`src/rtl/clb_tile_config_loader_if.sv`:
```
// Word-serial bitstream channel feeding one clb_tile configuration loader.
// The master drives data/valid and the slave (loader) answers with ready.
interface clb_tile_config_loader_if #(
  parameter int WORD = 32
);
  logic [WORD-1:0] s_data;
  logic            s_valid;
  logic            s_ready;

  modport master (output s_data, output s_valid, input s_ready);
  modport slave  (input s_data, input s_valid, output s_ready);
endinterface

```
`src/rtl/clb_tile_config_loader.sv`:
```
// Bitstream writer for one clb_tile: assembles words into a shadow image, checks
// the XOR checksum word and commits all conf_* vectors atomically on a match.
module clb_tile_config_loader #(
  parameter int CONF_SB  = 48,
  parameter int CONF_HCB = 104,
  parameter int CONF_VCB = 104,
  parameter int CLBIN    = 32,
  parameter int CARRY    = 1,
  parameter int WORD     = 32
) (
  input  logic                       clk,
  input  logic                       rst,
  input  logic                       start,
  input  logic                       abort,
  clb_tile_config_loader_if.slave    s_bus,
  output logic [CONF_SB-1:0]         conf_sb,
  output logic [CONF_HCB-1:0]        conf_hcb,
  output logic [CONF_VCB-1:0]        conf_vcb,
  output logic [2*CLBIN-1:0]         conf_io_type0,
  output logic [CLBIN-1:0]           conf_io_type1,
  output logic [2*CARRY-1:0]         conf_cin_type0,
  output logic [CARRY-1:0]           conf_cin_type1,
  output logic                       cset,
  output logic                       busy,
  output logic                       done,
  output logic                       err
);
  localparam int TOTAL  = CONF_SB + CONF_HCB + CONF_VCB + 3*CLBIN + 3*CARRY;
  localparam int NWORDS = (TOTAL + WORD - 1) / WORD;
  localparam int CNT_W  = (NWORDS > 1) ? $clog2(NWORDS) : 1;
  localparam int WB     = (WORD > 1) ? $clog2(WORD) : 1;
  localparam logic [CNT_W-1:0] LAST = CNT_W'(NWORDS - 1);

  localparam int O_HCB = CONF_SB;
  localparam int O_VCB = O_HCB + CONF_HCB;
  localparam int O_IO0 = O_VCB + CONF_VCB;
  localparam int O_IO1 = O_IO0 + 2*CLBIN;
  localparam int O_CI0 = O_IO1 + CLBIN;
  localparam int O_CI1 = O_CI0 + 2*CARRY;

  localparam logic [1:0] IDLE  = 2'd0;
  localparam logic [1:0] LOAD  = 2'd1;
  localparam logic [1:0] CHECK = 2'd2;

  logic [1:0]       state_q, state_d;
  logic [CNT_W-1:0] cnt_q, cnt_d;
  logic [WORD-1:0]  xor_q, xor_d;
  logic [TOTAL-1:0] shadow_q, shadow_d;
  logic [TOTAL-1:0] conf_q, conf_d;
  logic             cset_q, cset_d;
  logic             done_q, done_d;
  logic             err_q, err_d;
  logic             xfer;

  assign s_bus.s_ready = (state_q == LOAD) || (state_q == CHECK);
  assign xfer          = s_bus.s_valid & s_bus.s_ready;

  always_comb begin
    state_d  = state_q;
    cnt_d    = cnt_q;
    xor_d    = xor_q;
    shadow_d = shadow_q;
    conf_d   = conf_q;
    cset_d   = 1'b0;
    done_d   = 1'b0;
    err_d    = err_q;
    case (state_q)
      IDLE: begin
        if (start) begin
          state_d = LOAD;
          cnt_d   = '0;
          xor_d   = '0;
          err_d   = 1'b0;
        end
      end
      LOAD: begin
        if (abort) begin
          state_d = IDLE;
        end else if (xfer) begin
          // Only payload bits are stored; pad bits of the last word still feed the checksum.
          for (int i = 0; i < TOTAL; i++) begin
            if (cnt_q == CNT_W'(i / WORD)) shadow_d[i] = s_bus.s_data[WB'(i % WORD)];
          end
          xor_d = xor_q ^ s_bus.s_data;
          cnt_d = cnt_q + 1'b1;
          if (cnt_q == LAST) state_d = CHECK;
        end
      end
      CHECK: begin
        if (abort) begin
          state_d = IDLE;
        end else if (xfer) begin
          state_d = IDLE;
          done_d  = 1'b1;
          if (s_bus.s_data == xor_q) begin
            conf_d = shadow_q;
            cset_d = 1'b1;
          end else begin
            err_d = 1'b1;
          end
        end
      end
      default: state_d = IDLE;
    endcase
  end

  always_ff @(posedge clk or negedge rst) begin
    if (!rst) begin
      state_q  <= IDLE;
      cnt_q    <= '0;
      xor_q    <= '0;
      shadow_q <= '0;
      conf_q   <= '0;
      cset_q   <= 1'b0;
      done_q   <= 1'b0;
      err_q    <= 1'b0;
    end else begin
      state_q  <= state_d;
      cnt_q    <= cnt_d;
      xor_q    <= xor_d;
      shadow_q <= shadow_d;
      conf_q   <= conf_d;
      cset_q   <= cset_d;
      done_q   <= done_d;
      err_q    <= err_d;
    end
  end

  assign conf_sb        = conf_q[O_HCB-1:0];
  assign conf_hcb       = conf_q[O_VCB-1:O_HCB];
  assign conf_vcb       = conf_q[O_IO0-1:O_VCB];
  assign conf_io_type0  = conf_q[O_IO1-1:O_IO0];
  assign conf_io_type1  = conf_q[O_CI0-1:O_IO1];
  assign conf_cin_type0 = conf_q[O_CI1-1:O_CI0];
  assign conf_cin_type1 = conf_q[TOTAL-1:O_CI1];
  assign cset           = cset_q;
  assign done           = done_q;
  assign err            = err_q;
  assign busy           = (state_q != IDLE);
endmodule
```
`src/flat_wrapper.sv`:
```
// flat-port wrapper written by rule: the top's interface ports become plain ports
module clb_tile_config_loader_flat 
#(
  parameter int CONF_SB  = 48,
  parameter int CONF_HCB = 104,
  parameter int CONF_VCB = 104,
  parameter int CLBIN    = 32,
  parameter int CARRY    = 1,
  parameter int WORD     = 32
)
  (clk, rst, start, abort, conf_sb, conf_hcb, conf_vcb, conf_io_type0, conf_io_type1, conf_cin_type0, conf_cin_type1, cset, busy, done, err, s_bus_s_data, s_bus_s_valid, s_bus_s_ready);
  clb_tile_config_loader_if #(.WORD(WORD)) s_bus_i ();
  input  logic clk;
  input  logic rst;
  input  logic start;
  input  logic abort;
  output logic [CONF_SB-1:0] conf_sb;
  output logic [CONF_HCB-1:0] conf_hcb;
  output logic [CONF_VCB-1:0] conf_vcb;
  output logic [2*CLBIN-1:0] conf_io_type0;
  output logic [CLBIN-1:0] conf_io_type1;
  output logic [2*CARRY-1:0] conf_cin_type0;
  output logic [CARRY-1:0] conf_cin_type1;
  output logic cset;
  output logic busy;
  output logic done;
  output logic err;
  input wire logic [$bits(s_bus_i.s_data)-1:0] s_bus_s_data;
  input wire logic [$bits(s_bus_i.s_valid)-1:0] s_bus_s_valid;
  output wire logic [$bits(s_bus_i.s_ready)-1:0] s_bus_s_ready;
  assign s_bus_i.s_data = s_bus_s_data;
  assign s_bus_i.s_valid = s_bus_s_valid;
  assign s_bus_s_ready = s_bus_i.s_ready;
  clb_tile_config_loader #(.CONF_SB(CONF_SB), .CONF_HCB(CONF_HCB), .CONF_VCB(CONF_VCB), .CLBIN(CLBIN), .CARRY(CARRY), .WORD(WORD)) u_core (.clk(clk), .rst(rst), .start(start), .abort(abort), .s_bus(s_bus_i), .conf_sb(conf_sb), .conf_hcb(conf_hcb), .conf_vcb(conf_vcb), .conf_io_type0(conf_io_type0), .conf_io_type1(conf_io_type1), .conf_cin_type0(conf_cin_type0), .conf_cin_type1(conf_cin_type1), .cset(cset), .busy(busy), .done(done), .err(err));
endmodule
```
`config.mk`:
```
export PLATFORM = sky130hd
export DESIGN_NAME = clb_tile_config_loader_flat
export DESIGN_NICKNAME = d
export VERILOG_FILES = /design/src/rtl/clb_tile_config_loader_if.sv /design/src/rtl/clb_tile_config_loader.sv /design/src/flat_wrapper.sv
export SDC_FILE = /design/constraint.sdc
export NUM_CORES = 1
export LEC_CHECK = 0
export BUFFER_PORTS_ARGS = -buffer_cell sky130_fd_sc_hd__buf_2
export CAP_MARGIN = 20
export CELL_PAD_IN_SITES_DETAIL_PLACEMENT = 0
export CELL_PAD_IN_SITES_GLOBAL_PLACEMENT = 1
export CORE_ASPECT_RATIO = 0.8
export CORE_MARGIN = 2
export CORE_UTILIZATION = 42
export CTS_CLUSTER_SIZE = 16
export DETAILED_ROUTE_END_ITERATION = 7
export PLACE_DENSITY_LB_ADDON = 0.15
export SLEW_MARGIN = 20
export SYNTH_ARGS = -nofsm -noshare
export SYNTH_HDL_FRONTEND = slang
export SYNTH_SLANG_ARGS = --single-unit
```
`constraint.sdc`:
```
create_clock -name clk -period 2.43 [get_ports clk]
set_input_delay 0.3645 -clock clk [delete_from_list [all_inputs] [get_ports clk]]
set_output_delay 0.3645 -clock clk [all_outputs]
set_load 0.005 [all_outputs]
```
==> reports/metrics.sh <==
RUN_STATUS='complete, no violations'
MAXSLEWVIOLCOUNT=0
PLACE.PORT_BUFFERS=220
YOSYSWARNINGS=0
ROWS=65
TRITONCTS='built'
FINAL-SETUP-VIOL-COUNT=0
ANTENNA_VIOLATING_NETS_POST_ROUTE=0
MULTIINPUTGATEAREA_UM2=5680
XOR_AND_XNOR_FRACTION_OF_THE_MAPPED_NETLIST_AREA=0.0167
CLK_TRANSITION_REPORTED_PATHS_NS=0.06
NUM-FILL-CELLS=3662
SYN-MEAN-INSTANCE-AREA_UM2=11.9
AVGVIACOUNTPERCELL=4.60
FP.DIEH_UM=183
LEADING_CELL_TYPES_BY_TOTAL_AREA_AFTER_SYNTHESIS='dfrtp_1, buf_4, mux2_2'
POST-ROUTE-PERIOD-UTIL=0.977
DISTINCT_CELL_TYPE_COUNT_OF_THE_SYNTHESIZED_NETLIST=27
FINAL_COMMON_CELL='dfrtp_1'
FINAL_CELL_AREA_UM2=19900
GRT_SETUP_UNREPAIRED='yes'
YOSYSSEQAREASHARE=0.596
WIRE_PER_INST_UM=17.9
YOSYS.AREA.TOP_TYPE='dfrtp_1'
FINCLKSKEW_NS=0.0122
PATH_CLASS='register to register'
DRT_PASS1_ITERATIONS=6
SYNTH_COMPOUND_GATE_AREA_SHARE=0.0649
COMMONEST_NON_FILL_NON_TAP_CELLS_IN_THE_LAYOUT='dfrtp_1, buf_2, nand2_1'
CORE_AREA_UM2=39400
CELLPOWERDENSITY_nW_PER_UM2=924
DESIGN.PORTCOUNT=397
FINAL_LAYOUT_SIZE_SUFFIX_GT1_FRAC=0.287
GRT_PASS1_WL_UM=61100
FINAL_HOLD_VIOL_COUNT=0
DIE-WIDTH_UM=227
VIAS_IN_THE_FIRST_GLOBAL_ROUTE=9978
GLOBALPLACE.CONGESTION=0.769
CTS_BUFFERS=42
MAX_CLOCK_FREQ_MHz=421
ARRIVAL_NS=2.80
SYNTHESIS_TO_LAYOUT_AREA_GROWTH_PCT=18.4
SYNTH.MUX.AREA_FRACTION=0.149
FINAL.MIN_CLOCK_PERIOD_NS=2.37
SEQCELLAREA_UM2=9980
ROUTED-VIA-COUNT=10343
DRC=0
SYNTH_TOP_AREA_SHARE=0.596
CELLLEAKAGEPOWER_nW=10.7
H_TREE_LEVELS=2
VDD_IR_DROP_MAX_mV=0.463
WORSTSETUPENDPOINTTYPE='register'
START_KIND='register'
WIRELENGTH_UM=40300
FINAL_CORE_UTIL=0.504
CTS_SINKS=399
WORST_SLEW_MARGIN_REL=0.497
CAP_VIOL_MAX_COUNT=0
HOLD_SLACK_NS=0.105
MAXIMUM_NUMBER_OF_PINS_ON_ONE_NET_BEFORE_GLOBAL_ROUTE_REPAIR=81
SYNTH_SIMPLE_GATE_AREA_SHARE=0.0606
GRT_ANTENNA_BEFORE_REPAIR=5
SYNTH_TOP_FAMILY_BY_AREA='multiplexers'
WORST-PATH-MAX-FANOUT=32
DP_HPWL_UM=28100
POST_SYNTH_INST_COUNT=1412
YS_FF_LATCH=399
DIEAREA_UM2=41500
SYNTHESIS.AREA_UM2=16800
FIRST_ITER_VIOLATIONS=669
DESIGN.FINAL.NETS=1721
INITIAL_CORE_UTIL=0.426
CTS.PATH.MAX_BUFFERS=3
HOLDCRITPATHCLASS='input pin to register'
CLK-INSERTION-DELAY-LATE_NS=0.55
SYNTH_FA_HA_AREA_FRAC=0.00523
GRT.TOTAL_USAGE=0.195
AREA_OF_PLACED_INSTANCES_UM2=18300
WORST_EP_REQUIRED_TIME_NS=2.85
GRT_OVERFLOW=0
CLOCKROOTBUFFER='clkbuf_16'
TOTAL_POWER_W=0.0183
WORST-SLEW-PIN-TRANSITION_NS=0.755
==> sequential cells by signal, indices dropped and copies added (netlist names) <==
signal	flops
u_core.shadow_q	179
u_core.cnt_q	4
u_core.done	1
u_core.conf_q	179
u_core.xor_q	32
u_core.state_q	2
u_core.cset	1
u_core.err	1
==> metal layers <==
metal,wire length (µm),global-route usage,share of wire,vias to the layer above
li1,-,-,-,4915
met3,2150,0.0419,0.053,48
met2,18000,0.291,0.45,220
met1,19500,0.292,0.48,5152
met5,48,0,0.0012,-
met4,561,0.0392,0.014,8
==> synthesized netlist by cell type, drive strengths merged <==
cell	number
a21oi	34
a22oi	1
buf	195
clkbuf	56
conb	1
dfrtp	399
ha	7
inv	40
mux2	219
mux2i	3
nand2	189
nand2b	1
nand3	1
nand3b	2
nand4	2
nor2	4
nor3	35
nor3b	3
nor4	8
o21ai	177
o22a	1
o22ai	1
o2bb2ai	1
xor2	32
==> report_power, final <==
| part | switching, W | leakage [nW] | internal (W) |
|---|---|---|---|
| logic | 0.00163 | 4.58 | 0.00119 |
| clock network | 0.00267 | 0.709 | 0.00396 |
| registers | 0.000879 | 5.43 | 0.00800 |
==> area by class of cell <==
| type | instances | area share |
|---|---|---|
| timing repair buffer | 297 | 0.0967 |
| multi-input combinational | 897 | 0.286 |
| antenna | 1 | 0.000126 |
| tap | 536 | 0.0338 |
| clock buffer | 65 | 0.0644 |
| inverter | 40 | 0.00756 |
| clock inverter | 12 | 0.00807 |
| sequential | 399 | 0.503 |
==> critical path, cell delays in order (launching register included) <==
cell     delay (ns)
dfrtp_1        0.41
xor2_1         0.16
nor4_1         0.39
nand4_1        0.26
nor3_4         0.26
buf_12         0.19
buf_16         0.21
mux2_1         0.35
==> metrics by stage <==
step,setup TNS [ns],cells,worst slack [ns]
6_report,0,2247,0.0556
5_1_grt,-1.99,2246,-0.0502
4_1_cts,0,2245,0.0356
3_5_place_dp,-9.79,2167,-0.102
3_3_place_gp,-14.18,2167,-0.127
2_1_floorplan,0,1587,0.186
==> path summary, 6_finish.rpt <==
kind / start / cells past startpoint / endpoint / slack [ns]
max in group asynchronous: rst / 3 / u_core.xor_q[31]$_DFFE_PN0P_ / 1.20
min in group asynchronous: rst / 2 / u_core.conf_q[162]$_DFFE_PN0P_ / 0.42
hold / removal: s_bus_s_data[3] / 2 / u_core.shadow_q[35]$_DFFE_PN0P_ / 0.11
setup reg to reg: u_core.xor_q[30]$_DFFE_PN0P_ / 7 / u_core.conf_q[201]$_DFFE_PN0P_ / 0.06
setup / recovery: u_core.xor_q[30]$_DFFE_PN0P_ / 7 / u_core.conf_q[201]$_DFFE_PN0P_ / 0.06
hold reg to reg: u_core.shadow_q[334]$_DFFE_PN0P_ / 2 / u_core.shadow_q[334]$_DFFE_PN0P_ / 0.48
==> cell families (layout without fill, tap and decap cells) <==
logic type,Yosys count,in the layout
compound gates,215,215
buf+inv,291,414
mux,222,222
xor+xnor,32,32
fa+ha+maj,7,7
simple gates,245,245
flops,399,399
other cells,1,177
==> repair_timing <==
action	CTS	global route
gates resized for setup	1	10
hold endpoints to repair	66	0
buffers inserted	0	0
gates cloned	0	1
hold buffers	1	0
endpoints found under the setup margin	36	178
No activity file was read; power rests on OpenSTA's default activity.
